File: src/rtl/ct_pt_loader_pkg.sv
// Shared word and ciphertext/plaintext buffer types for the ct_pt_loader slice.
// ct_pt_loader instances must use N/W equal to N_SLOTS_L/W_BITS_L so ports match CT_t/PT_t.
package ct_pt_loader_pkg;

  localparam int N_SLOTS_L = 4;
  localparam int W_BITS_L  = 8;
  localparam int Q_MOD_L   = 97;

  typedef logic [W_BITS_L-1:0] word_t;

  typedef struct packed {
    word_t [N_SLOTS_L-1:0] b;
    word_t [N_SLOTS_L-1:0] a;
  } CT_t;

  typedef word_t [N_SLOTS_L-1:0] PT_t;

  // Slot counter width, kept at least one bit so N=1 still has a legal index.
  function automatic int idx_width(input int n);
    return (n > 1) ? $clog2(n) : 1;
  endfunction

endpackage

File: src/rtl/ct_pt_loader_range_red.sv
// coeff_range_red: maps a coefficient in [0, 2*QP) into [0, QP) and flags the wrap.
// Only compiled when CT_LOADER_RANGE_CHECK_EN is defined, matching its sole instantiation.
`ifdef CT_LOADER_RANGE_CHECK_EN
module coeff_range_red #(
  parameter int W  = 8,
  parameter int QP = 97
) (
  input  logic [W-1:0] coeff_i,
  output logic [W-1:0] coeff_o,
  output logic         over_o
);

  localparam logic [W-1:0] QP_W = W'(QP);

  always_comb begin
    over_o  = (coeff_i >= QP_W);
    coeff_o = over_o ? (coeff_i - QP_W) : coeff_i;
  end

endmodule
`endif

File: src/rtl/ct_pt_loader.sv
// Streaming loader: collects A, B and Gamma coefficients into registered CT/PT buffers.
// Define CT_LOADER_RANGE_CHECK_EN to reduce and flag A/B coefficients that are >= QP.
module ct_pt_loader
  import ct_pt_loader_pkg::*;
#(
  parameter int N  = N_SLOTS_L,
  parameter int W  = W_BITS_L,
  parameter int QP = Q_MOD_L
) (
  input  logic         clk,
  input  logic         reset,
  input  logic         in_valid,
  output logic         in_ready,
  input  logic [W-1:0] in_coeff,
  input  logic         in_last,
  output logic         out_valid,
  input  logic         out_ready,
  output CT_t          out_ct,
  output PT_t          out_gamma,
  output logic         frame_err,
  output logic         range_err
);

  localparam int IW = idx_width(N);
  localparam logic [IW-1:0] IDX_LAST = IW'(N - 1);

  typedef enum logic [1:0] {
    S_LOAD_A,
    S_LOAD_B,
    S_LOAD_G,
    S_FULL
  } state_t;

  state_t        state_q, state_d;
  logic [IW-1:0] idx_q, idx_d;
  logic          frameErr_q, frameErr_d;
  logic          rangeErr_q, rangeErr_d;
  CT_t           ctBuf_q;
  PT_t           gammaBuf_q;

  logic          accept;
  logic          lastSlot;
  logic          finalBeat;
  logic [W-1:0]  redCoeff;
  logic          redOver;

`ifdef CT_LOADER_RANGE_CHECK_EN
  coeff_range_red #(
    .W  (W),
    .QP (QP)
  ) u_range_red (
    .coeff_i (in_coeff),
    .coeff_o (redCoeff),
    .over_o  (redOver)
  );
`else
  logic [31:0] unused_qp;
  assign unused_qp = 32'(QP);
  assign redCoeff  = in_coeff;
  assign redOver   = 1'b0;
`endif

  assign in_ready  = !reset && (state_q != S_FULL);
  assign out_valid = (state_q == S_FULL);
  assign accept    = in_valid && in_ready;
  assign lastSlot  = (idx_q == IDX_LAST);
  assign finalBeat = (state_q == S_LOAD_G) && lastSlot;

  always_comb begin
    state_d    = state_q;
    idx_d      = idx_q;
    frameErr_d = frameErr_q;
    rangeErr_d = rangeErr_q;
    case (state_q)
      S_FULL: begin
        if (out_ready) begin
          state_d = S_LOAD_A;
          idx_d   = '0;
        end
      end
      default: begin
        if (accept) begin
          if ((state_q != S_LOAD_G) && redOver) begin
            rangeErr_d = 1'b1;
          end
          // An early last abandons the frame; a missing last still lets it complete.
          if (in_last && !finalBeat) begin
            state_d    = S_LOAD_A;
            idx_d      = '0;
            frameErr_d = 1'b1;
          end else begin
            if (finalBeat && !in_last) begin
              frameErr_d = 1'b1;
            end
            if (lastSlot) begin
              idx_d = '0;
              case (state_q)
                S_LOAD_A: state_d = S_LOAD_B;
                S_LOAD_B: state_d = S_LOAD_G;
                default:  state_d = S_FULL;
              endcase
            end else begin
              idx_d = idx_q + 1'b1;
            end
          end
        end
      end
    endcase
  end

  always_ff @(posedge clk or posedge reset) begin
    if (reset) begin
      state_q    <= S_LOAD_A;
      idx_q      <= '0;
      frameErr_q <= 1'b0;
      rangeErr_q <= 1'b0;
    end else begin
      state_q    <= state_d;
      idx_q      <= idx_d;
      frameErr_q <= frameErr_d;
      rangeErr_q <= rangeErr_d;
    end
  end

  // Buffers only move on accepted beats, which keeps them frozen while S_FULL.
  always_ff @(posedge clk or posedge reset) begin
    if (reset) begin
      ctBuf_q    <= '0;
      gammaBuf_q <= '0;
    end else if (accept) begin
      case (state_q)
        S_LOAD_A: ctBuf_q.a[idx_q]  <= word_t'(redCoeff);
        S_LOAD_B: ctBuf_q.b[idx_q]  <= word_t'(redCoeff);
        S_LOAD_G: gammaBuf_q[idx_q] <= word_t'(in_coeff);
        default: ;
      endcase
    end
  end

  assign out_ct    = ctBuf_q;
  assign out_gamma = gammaBuf_q;
  assign frame_err = frameErr_q;
  assign range_err = rangeErr_q;

endmodule
File: config.mk
export PLATFORM = sky130hd
export DESIGN_NAME = ct_pt_loader
export DESIGN_NICKNAME = d
export VERILOG_FILES = /design/src/rtl/ct_pt_loader_pkg.sv /design/src/rtl/ct_pt_loader_range_red.sv /design/src/rtl/ct_pt_loader.sv
export SDC_FILE = /design/constraint.sdc
export NUM_CORES = 1
export LEC_CHECK = 0
export CORE_MARGIN = 2
export CORE_UTILIZATION = 25
export DETAILED_ROUTE_END_ITERATION = 7
export GPL_TIMING_DRIVEN = 0
export PLACE_DENSITY = 0.57
export SLEW_MARGIN = 20
export SYNTH_ARGS = -nofsm -noshare
export SYNTH_HDL_FRONTEND = slang
export SYNTH_SLANG_ARGS = --single-unit
File: constraint.sdc
create_clock -name clk -period 10.6 [get_ports clk]
set_input_delay 2.12 -clock clk [delete_from_list [all_inputs] [get_ports clk]]
set_output_delay 2.12 -clock clk [all_outputs]
set_load 0.02 [all_outputs]
==> run metrics <==
GPL Wtd Cong 0.711; Synth Instances 263; cells taking the most area after synthesis sky130_fd_sc_hd__dfrtp_1 (60%), sky130_fd_sc_hd__mux2_2 (16%), sky130_fd_sc_hd__mux2_4 (5.7%); Cell Area, Synth 0.00419 mm^2; Clk Tree Root Cell sky130_fd_sc_hd__clkbuf_16; status complete, no violations; number of enable flip-flop cells after synthesis 0; Layout Area Growth over Synthesis 41.0%; DRC errors left 0; worst r2r dst out_gamma[24]$_DFFE_PP0P_; number of resized instances in the post-cts repair step 0; post-route total power 1500 uW; share of the synthesized area in the top cell type 60.4%; Die H 133 um; achievable frequency 178 MHz; gr ovfl total 0; final setup slack of the worst path 4970 ps; antenna violations before repair 0; RSZ-0062 raised after global routing no; total routed wirelength 10700 um; sequential cell area fraction in the yosys report 60.4%; effective utilization at floorplan 25.4%; IO Pins 113; instance area after placement 0.00561 mm^2; fill cell total of the finished layout 1637; final net count 404; clk buf depth 2; setup slack of the worst register-to-register path 8720 ps; library cell occupying the most area in the post-synthesis netlist sky130_fd_sc_hd__dfrtp_1; DRC marker count from the first detailed-route iteration 73; number of cells on the worst hold path 1; main flop type after synthesis sky130_fd_sc_hd__dfrtp_1; first-pass GRT wire length 16800 um; Multi-input gate area 0.00157 mm^2; Hold Buf Count CTS 0; detailed-router iteration count before antenna repair 4; clock-pin transition on the worst setup and hold timing paths 70 ps; post-synthesis cell type count 27; number of clock sinks 101; Min-Delay Path Class reg2reg; count of port buffers added during placement 111; launch point of the worst reg-to-reg path idx_q[0]$_DFFE_PP0P_; min Tclk post-route 5630 ps; final worst path period share 53.1%; post-route cell area 0.00591 mm^2; number of cells on the worst reg-to-reg path 4; highest fanout seen on the critical path 9; Setup crit start kind primary input; Setup crit end kind output pin; worst setup path end in_ready; final antenna-violating net count 0; crit path DAT 3510 ps; synthesized area divided by synthesized cell count 15.9 um^2; IR drop worst, VDD 0.0000983 V; static leakage 0.00270 uW; fraction of final layout cells with drive strength greater than 1 28.1%; most frequent cell after synthesis sky130_fd_sc_hd__dfrtp_1; crit path launch reset; hold violation total from the final report 0; flip-flop and latch count after synthesis 101; most numerous cell types in the synthesized netlist sky130_fd_sc_hd__dfrtp_1 (101), sky130_fd_sc_hd__mux2_2 (59), sky130_fd_sc_hd__mux2_1 (21), sky130_fd_sc_hd__mux2_4 (16), sky130_fd_sc_hd__clkbuf_1 (8); DP HPWL 7270 um; number of placement rows 47; post-layout utilization of the core 35.9%; worst max-slew margin expressed relative to the limit 41.6%; required arrival time at the worst endpoint 8480 ps; pin slew with the least headroom to its limit 876 ps; Core ar. 0.0165 mm^2; worst setup slack after placement 4950 ps; Yosys warnings 0; Layout Skew 6.33 ps; number of endpoints failing setup at the final stage 0; vias after detailed routing 2569; die extent in x 133 um; total global routing track utilization 12.9%; mean routed wirelength per cell 17.5 um; diodes inserted 0; number of max-slew violations in the final report 0; number of buffers added by the clock tree synthesis step 9; Synth async-reset ratio 100%; vias in the first global route 2708; pin count of the biggest net entering global routing 54; FF/Latch Area 0.00253 mm^2; PwrDens 254 mW/mm^2; nets in the synthesized netlist 281; TritonCTS clock tree done; max capacitance violation total 0; detailed-route vias per instance 4.20; Setup Buffers After CTS 0; startpoint-to-endpoint class of the critical path in2out; insertion delay of the later-clocked pin in the worst-skew pair 350 ps; total negative slack 0 ps; number of H-tree levels 3; area enclosed by the die boundary 0.0178 mm^2
-- through the flow --
stage	std cells	hold slack (ps)
6_report	611	487
5_1_grt	611	505
4_1_cts	611	492
3_5_place_dp	595	470
3_3_place_gp	594	463
2_1_floorplan	263	508
-- where the power goes --
group / internal (uW) / total (uW) / switching, uW
clock: 185 / 329 / 144
sequential: 507 / 575 / 67.4
combinational: 310 / 594 / 284
total: 1000 / 1500 / 495
-- per-layer routing --
layer	vias to the layer above	global-route usage, %	wire, um
met2	68	20.6	5190
met1	1320	16.8	4850
met3	10	3.69	558
met4	0	4.26	114
met5	-	0	0
li1	1171	-	-
-- registers in the layout (all words and copies together), names as in the netlist --
register / cells
out_gamma: 32
state_q: 2
out_ct: 64
idx_q: 2
frame_err: 1
-- worst max-delay path, cell delays in order --
cell	delay [ps]
sky130_fd_sc_hd__clkdlybuf4s50_1	600
sky130_fd_sc_hd__nor2_1	180
sky130_fd_sc_hd__clkdlybuf4s50_1	610
-- how the worst min path moves through the flow --
stage / startpoint / slack [ps] / end
2_1_floorplan: idx_q[0]$_DFFE_PP0P_ / 510 / idx_q[0]$_DFFE_PP0P_
3_3_place_gp: frame_err$_DFFE_PP0P_ / 460 / frame_err$_DFFE_PP0P_
3_5_place_dp: frame_err$_DFFE_PP0P_ / 470 / frame_err$_DFFE_PP0P_
4_1_cts: out_gamma[14]$_DFFE_PP0P_ / 490 / out_gamma[14]$_DFFE_PP0P_
5_1_grt: out_gamma[14]$_DFFE_PP0P_ / 500 / out_gamma[14]$_DFFE_PP0P_
6_report: out_gamma[12]$_DFFE_PP0P_ / 490 / out_gamma[12]$_DFFE_PP0P_
-- logic make-up after synthesis --
kind of cell    after synthesis  share of synthesized area, %
flops                       101                          60.4
mux                          96                          27.2
simple gates                 30                          6.96
buf+inv                      19                          2.09
compound gates               11                          1.76
fa+ha+maj                     5                          1.49
other cells                   1                        0.0895
-- cells in the final DEF (no fill, tap or decap), drive strengths merged --
cell type and count:
a21o 1, a21oi 4, a22oi 1, buf 6
clkbuf 22, clkdlybuf4s50 111, clkinvlp 2, conb 1
dfrtp 101, ha 5, inv 6, mux2 96
nand2 2, nand2b 3, nand3 7, nand3b 5
nor2 11, nor2b 1, nor4bb 1, o211ai 2
o21bai 2, o41ai 1
-- area by class of cell --
class | instances | area share (%)
Buffer | 13 | 1.10
Tap cell | 220 | 4.66
Multi-Input combinational cell | 143 | 26.6
Timing Repair Buffer | 112 | 19.3
Inverter | 6 | 0.466
Clock buffer | 14 | 4.81
Clock inverter | 2 | 0.254
Sequential cell | 101 | 42.8
Power figures use the tool's default switching activity.
